## src/rtl/piso_tx.sv

```systemverilog
// piso_tx: parallel-in serial-out transmitter, MSB first, ready/valid load side.
// Define PISO_TX_PARITY_EN to append an even-parity bit after each word.
module piso_tx #(
  parameter int WIDTH = 8
) (
  input  logic             clk,
  input  logic             reset,
  input  logic             load_valid,
  input  logic [WIDTH-1:0] load_data,
  output logic             load_ready,
  output logic             ser_out,
  output logic             ser_valid,
  output logic             busy,
  output logic             done
);
  localparam int CW = $clog2(WIDTH + 1);
`ifdef PISO_TX_PARITY_EN
  typedef enum logic [1:0] {IDLE, SHIFT, PARITY, DONE} state_t;
  logic par;
`else
  typedef enum logic [1:0] {IDLE, SHIFT, DONE} state_t;
`endif
  state_t state, state_nxt;
  logic [WIDTH-1:0] sreg;
  logic [CW-1:0] cnt;
  logic last;
  assign last = cnt == CW'(WIDTH - 1);
  always_ff @(posedge clk) begin
    if (!reset) begin
      state <= IDLE;
      sreg  <= '0;
      cnt   <= '0;
`ifdef PISO_TX_PARITY_EN
      par   <= 1'b0;
`endif
    end else begin
      state <= state_nxt;
      if (load_valid && load_ready) begin
        sreg <= load_data;
        cnt  <= '0;
`ifdef PISO_TX_PARITY_EN
        par  <= 1'b0;
`endif
      end else if (state == SHIFT) begin
        sreg <= {sreg[WIDTH-2:0], 1'b0};
        cnt  <= cnt + CW'(1);
`ifdef PISO_TX_PARITY_EN
        par  <= par ^ sreg[WIDTH-1];
`endif
      end
    end
  end
  always_comb begin
    state_nxt  = state;
    load_ready = state == IDLE;
    busy       = state != IDLE;
    done       = state == DONE;
`ifdef PISO_TX_PARITY_EN
    ser_valid  = state == SHIFT || state == PARITY;
    ser_out    = state == SHIFT ? sreg[WIDTH-1] : state == PARITY ? par : 1'b0;
`else
    ser_valid  = state == SHIFT;
    ser_out    = state == SHIFT ? sreg[WIDTH-1] : 1'b0;
`endif
    case (state)
      IDLE:    state_nxt = load_valid ? SHIFT : IDLE;
`ifdef PISO_TX_PARITY_EN
      SHIFT:   state_nxt = last ? PARITY : SHIFT;
      PARITY:  state_nxt = DONE;
`else
      SHIFT:   state_nxt = last ? DONE : SHIFT;
`endif
      DONE:    state_nxt = IDLE;
      default: state_nxt = IDLE;
    endcase
  end
endmodule

```

## config.mk

```make
export PLATFORM = sky130hd
export DESIGN_NAME = piso_tx
export DESIGN_NICKNAME = d
export VERILOG_FILES = /design/src/rtl/piso_tx.sv
export SDC_FILE = /design/constraint.sdc
export NUM_CORES = 1
export LEC_CHECK = 0
export CORE_UTILIZATION = 40
export CTS_CLUSTER_DIAMETER = 40
export DETAILED_ROUTE_END_ITERATION = 10
export HOLD_SLACK_MARGIN = 0.06
export MAX_ROUTING_LAYER = met4
export PLACE_DENSITY = 0.75
export SLEW_MARGIN = 15
export SYNTH_ARGS = -nofsm -noshare
export SYNTH_HDL_FRONTEND = slang
export SYNTH_SLANG_ARGS = --single-unit
export TNS_END_PERCENT = 10
```

## constraint.sdc

```tcl
create_clock -name clk -period 1.5 [get_ports clk]
set_input_delay 0.225 -clock clk [delete_from_list [all_inputs] [get_ports clk]]
set_output_delay 0.225 -clock clk [all_outputs]
set_load 0.03 [all_outputs]
```

==> results of run 1 <==
## power by group
| part | internal, mW | switching [mW] |
|---|---|---|
| Combinational | 0.0628 | 0.0615 |
| Sequential | 0.393 | 0.0174 |
| Clock | 0.147 | 0.123 |
## critical path, stage by stage (launching register included)
cell and delay [ns]:
dfxtp_4 0.37, and2b_2 0.26, and2_1 0.17, buf_4 0.16
## registers in the layout (all words and copies together) (netlist names)
name and cells:
cnt 4, sreg 8, state 2
## cells in the final DEF (no fill, tap or decap), types with 2 or more instances in the layout
cell and instances:
a211oi_1 2, a21oi_1 7, buf_4 6, clkbuf_4 3
clkdlybuf4s50_1 10, dfxtp_1 12, dfxtp_4 2, inv_1 3
nand3_1 2, nor2_1 4, nor2b_1 4, o21ai_0 7
o22ai_1 7
## what timing repair did
action	CTS	global route
resized for setup	3	2
setup endpoints to repair	2	1
buffers inserted	0	0
## per-layer routing
metal  up-vias  track usage, %  part of all wire [%]
met2        16            29.0                    46
met1       256            23.8                    47
met5         -               -                     0
met4         0            5.00                  0.78
li1        287               -                     -
met3         2            4.89                   5.5
## worst max-delay path by stage
| stage | cells past startpoint | to | startpoint | slack [ns] |
|---|---|---|---|---|
| 3_3_place_gp | 4 | cnt[2]$_SDFFE_PP0N_ | load_valid | 0.14 |
| 6_report | 3 | ser_out | state[1]$_SDFF_PN0_ | 0.05 |
| 5_1_grt | 3 | ser_out | state[0]$_SDFF_PN0_ | 0.001 |
| 4_1_cts | 3 | ser_out | state[0]$_SDFF_PN0_ | 0.02 |
| 3_5_place_dp | 5 | sreg[0]$_SDFFE_PN0P_ | load_valid | 0.10 |
| 2_1_floorplan | 3 | busy | state[0]$_SDFF_PN0_ | 0.09 |
## cell type report
| class | count | area [um2] |
|---|---|---|
| Tap cell | 15 | 18.8 |
| Sequential cell | 14 | 288 |
| Clock buffer | 4 | 36.3 |
| Inverter | 4 | 17.5 |
| Timing Repair Buffer | 16 | 145 |
| Fill cell | 127 | 556 |
| Multi-Input combinational cell | 47 | 289 |
## kinds of logic after synthesis
kind of cell,share of synthesized area [%]
DFF,46.7
AOI/OAI and AO/OA,29.8
adders and majority gates,2.08
buffers and inverters,5.42
and+or+nand+nor,16.0
## through the flow
step | instances | worst slack, ns | total power [mW]
6_report | 100 | 0.0466 | 0.805
5_1_grt | 100 | 0.00112 | 0.843
4_1_cts | 100 | 0.0243 | 0.815
3_5_place_dp | 96 | 0.103 | 0.545
3_3_place_gp | 96 | 0.137 | 0.542
2_1_floorplan | 67 | 0.0906 | 0.493
==> flow_summary.json, run 1 <==
{
  "synth_nets": 79,
  "fin_worst_hold_slack_ns": 0.497,
  "drt_iter0_drc": 17,
  "rows": 13,
  "yosysTopAreaCellShare_pct": 46.7,
  "area_growth_pct": 32.3,
  "grt_usage_pct": 18.6,
  "worstSetupStartpointType": "register",
  "fin_nets": 98,
  "grt_setup_unrepaired": "false",
  "grt-ovfl-total": 0,
  "ir_worst_vdd_uv": 772,
  "die_area_um2": 1660,
  "worst-path-max-fanout": 6,
  "dieHeight_um": 40.8,
  "synth_ff_type": "dfxtp_1",
  "cts_made_buffers": 3,
  "hp-start": "cnt[3]$_SDFFE_PP0N_",
  "fin_skew_ns": 0.00274,
  "diodes": 0,
  "wl_per_cell_um": 12.8,
  "grt_pass1_wl_um": 1970,
  "grt_pass1_vias": 465,
  "reg2reg_from": "state[0]$_SDFF_PN0_",
  "grt_start_max_net_pins": 12,
  "status": "completed",
  "cts_sinks": 14,
  "synthTopCellsByArea": "dfxtp_1 47%, o22ai_1 7.3%, a21oi_1 5.8%",
  "final.period_utilization_pct": 96.9,
  "grt_antenna_before_repair": 0,
  "worstRegToRegCells": 3,
  "p_per_area_nw_per_um2": 1010,
  "dpl_cell_area_um2": 749,
  "ctsHoldBuffers": 0,
  "synth_common_cells": "14 x dfxtp_1, 7 x a21oi_1, 7 x o21ai_0, 7 x o22ai_1",
  "fin_setup_tns_ns": 0,
  "fmax_ghz": 0.688,
  "hold_viol_final": 0,
  "worst_pin_slew_ns": 0.331,
  "crit_arrival_ns": 1.23,
  "clock_latency_ns": 0.27,
  "syn_avg_cell_area_um2": 8.96,
  "finalWirelength_um": 1280,
  "drv_cap": 0,
  "yosysTopAreaCell": "dfxtp_1",
  "initial_core_util_pct": 44.5,
  "clockRootBuffer": "clkbuf_4",
  "setup_viol": 0,
  "rrSetupSlack_ns": 0.33,
  "synth_edf_count": 0,
  "holdPathEnd": "cnt[3]$_SDFFE_PP0N_",
  "die_x_um": 40.8,
  "cts_buffer_depth": 2,
  "via_per_inst": 5.61,
  "ys_types": 26,
  "syn-instance-count": 67,
  "leakage_nw": 0.315,
  "syn_area_um2": 601,
  "htree_levels": 1,
  "final_util_pct": 58.9,
  "critical_path_class": "reg2out",
  "vias": 561,
  "slew_headroom_pct": 77.9,
  "io_buffer_count": 15,
  "dr.pass1.iters": 6,
  "route.antenna.remaining_nets": 0,
  "clk_pin_slew_ns": 0.09,
  "fin_area_um2": 795,
  "reg2reg_to": "cnt[3]$_SDFFE_PP0N_",
  "period_needed_ns": 1.45,
  "drv_slew": 0,
  "dpl.hpwl_um": 949,
  "synth_seq_area_share_pct": 46.7,
  "ios": 16,
  "drive_gt1_share_pct": 17.6,
  "synth.most_common_cell": "dfxtp_1",
  "coreArea_um2": 1350,
  "cts_tree": "done",
  "min_path_cells": 2,
  "holdCritPathClass": "reg2reg",
  "crit_required_ns": 1.27,
  "yosys_warnings": 0,
  "place_congestion": 0.715,
  "synth_seq_cells": 14,
  "drc": 0,
  "end_kind": "output port",
  "async_reset_ff_share_pct": 0
}
No activity file was read; power rests on OpenSTA's default activity.
==> inputs of run 2 (changes only) <==
CORE_MARGIN = 1   (was default)
==> results of run 2 <==
The final DEF is identical to that of run 1; final timing and power are the same.
==> inputs of run 3 (changes only) <==
GPL_TIMING_DRIVEN = 0   (was default)
==> flow_summary.json, run 3 (synthesized netlist as in run 1, its figures left out) <==
{
  "status": "completed",
  "nFillCells": 136,
  "wl_per_cell_um": 11.9,
  "cts_made_buffers": 3,
  "finalWirelength_um": 1200,
  "p_sw_uw": 204,
  "fin_skew_ns": 0.00653,
  "drt_iter0_drc": 8,
  "cp_num_buf_inv": 2,
  "ctsHoldBuffers": 0,
  "drive_gt1_share_pct": 20.9,
  "rows": 13,
  "cts_tree": "done",
  "grt_antenna_before_repair": 0,
  "p_per_area_nw_per_um2": 999,
  "dr.pass1.iters": 4,
  "final_common_cell": "dfxtp_1",
  "crit_slowest_cell": "dfxtp_2",
  "dpl.hpwl_um": 862,
  "crit_arrival_ns": 1.25,
  "crit_top_cell": "buf_6",
  "fin_nets": 99,
  "die_area_um2": 1660,
  "swShare_pct": 25.1,
  "crit_path_cell_trace": "buf_6 -> and2b_2 -> and2_4 -> buf_6",
  "crit_required_ns": 1.27,
  "pwr-share-comb_pct": 16.3,
  "holdCritPathClass": "reg2reg",
  "clockRootBuffer": "clkbuf_4",
  "final.period_utilization_pct": 98.4,
  "grt_start_max_net_pins": 11,
  "period_needed_ns": 1.48,
  "diodes": 0,
  "cts_buffer_depth": 2,
  "drv_slew": 0,
  "leakage_nw": 0.318,
  "hold_viol_final": 0,
  "largest_register_ffs": 8,
  "place_congestion": 0.773,
  "area_growth_pct": 35.6,
  "worst-path-stages": 4,
  "grt_setup_unrepaired": "true",
  "worstRegToRegCells": 4,
  "critical_path_class": "reg2out",
  "grt-ovfl-total": 0,
  "worstSetupStartpointType": "register",
  "clk_pin_slew_ns": 0.09,
  "dieHeight_um": 40.8,
  "worst-path-max-fanout": 10,
  "grt_pass1_vias": 471,
  "dp_cells": 97,
  "internal-power_uw": 610,
  "seqPwrFrac_pct": 50.2,
  "grt_usage_pct": 19.3,
  "cts_sinks": 14,
  "drv_cap": 0,
  "drc": 0,
  "coreArea_um2": 1350,
  "setup_viol": 0,
  "critPathMaxStageDelay_ns": 0.33,
  "grt_pass1_wl_um": 1980,
  "ios": 16,
  "slew_headroom_pct": 73.1,
  "io_buffer_count": 15,
  "fmax_ghz": 0.678,
  "pwr-share-clk_pct": 33.5,
  "end_kind": "output port",
  "finalNonFillerCells": 101,
  "final_cell_mix": "12 x dfxtp_1, 10 x clkdlybuf4s50_1, 7 x o22ai_1, 7 x o21ai_0, 7 x a21oi_1",
  "postCtsSetupBuffers": 0,
  "initial_core_util_pct": 44.5,
  "ir_worst_vdd_uv": 743,
  "worst_pin_slew_ns": 0.403,
  "via_per_inst": 5.48,
  "vias": 553,
  "clock_latency_ns": 0.28,
  "final_util_pct": 60.3,
  "route.antenna.remaining_nets": 0,
  "die_x_um": 40.8,
  "regMostFlops": "sreg",
  "min_path_cells": 2,
  "htree_levels": 1,
  "cp_top_family": "simple AND/OR/NAND/NOR gates",
  "reg_top3": "sreg: 8 flops, cnt: 4 flops, state: 2 flops"
}
==> run 3: cell types whose count changed in the layout (fill, tap and decap cells not counted), moves of 2 or more <==
cell,delta
buf_4,-6
clkdlybuf4s15_2,+3
dfxtp_2,+2
dfxtp_4,-2
buf_6,+2
==> run 3: area by class of cell <==
cell class | instances | area, um2 | area share, %
flip-flops and latches | 14 | 283 | 34.7
plain buffers | 2 | 15.0 | 1.84
repair buffers | 15 | 150 | 18.4
inverters | 4 | 17.5 | 2.15
multi-input cells | 47 | 294 | 36.1
clock buffers | 4 | 36.3 | 4.45
well taps | 15 | 18.8 | 2.30
==> run 3: worst paths after layout <==
| check | endpoint | start | slack, ns |
|---|---|---|---|
| worst max-delay path | ser_out | state[0]$_SDFF_PN0_ | 0.02 |
| worst min-delay path | cnt[3]$_SDFFE_PP0N_ | cnt[3]$_SDFFE_PP0N_ | 0.50 |
| worst max register to register | cnt[3]$_SDFFE_PP0N_ | state[0]$_SDFF_PN0_ | 0.29 |
| worst min register to register | cnt[3]$_SDFFE_PP0N_ | cnt[3]$_SDFFE_PP0N_ | 0.50 |
==> run 3: metrics by stage <==
stage	setup TNS [ns]	cell area (um2)	power [mW]	setup slack [ns]	hold WS (ns)
after floorplan	0	601	0.493	0.0906	0.386
after global placement	-0.382	769	0.546	-0.204	0.475
after detailed placement	-0.383	769	0.550	-0.207	0.484
after CTS	-0.0135	817	0.821	-0.0135	0.499
after global routing	-0.0186	815	0.854	-0.0186	0.550
final	0	815	0.814	0.0241	0.497
==> run 3: worst reg2reg max path, cell delays in order, from the launching register on <==
cell and delay (ns):
dfxtp_2 0.33, buf_6 0.13, inv_4 0.06, or4_1 0.46
a31oi_1 0.16
==> run 3: per-layer routing <==
| layer | vias up | GRT usage, % | part of all wire, % |
|---|---|---|---|
| li1 | 288 | - | - |
| met1 | 251 | 21.9 | 48 |
| met2 | 12 | 31.0 | 46 |
| met3 | 2 | 8.15 | 5.2 |
| met4 | 0 | 5.00 | 1.2 |
| met5 | - | - | 0 |
==> run 3: repair_timing <==
| item | CTS | global route |
|---|---|---|
| setup endpoints to repair | 5 | 5 |
| cloned | 0 | 0 |
| resized for setup | 22 | 5 |
| pin swaps | 0 | 1 |
==> run 3: power groups by stage <==
stage	sequential (mW)	combinational [mW]	clock, mW
4_1_cts	0.408	0.134	0.279
2_1_floorplan	0.413	0.0796	0
5_1_grt	0.411	0.146	0.297
6_report	0.409	0.132	0.272
3_3_place_gp	0.415	0.131	0
3_5_place_dp	0.416	0.133	0
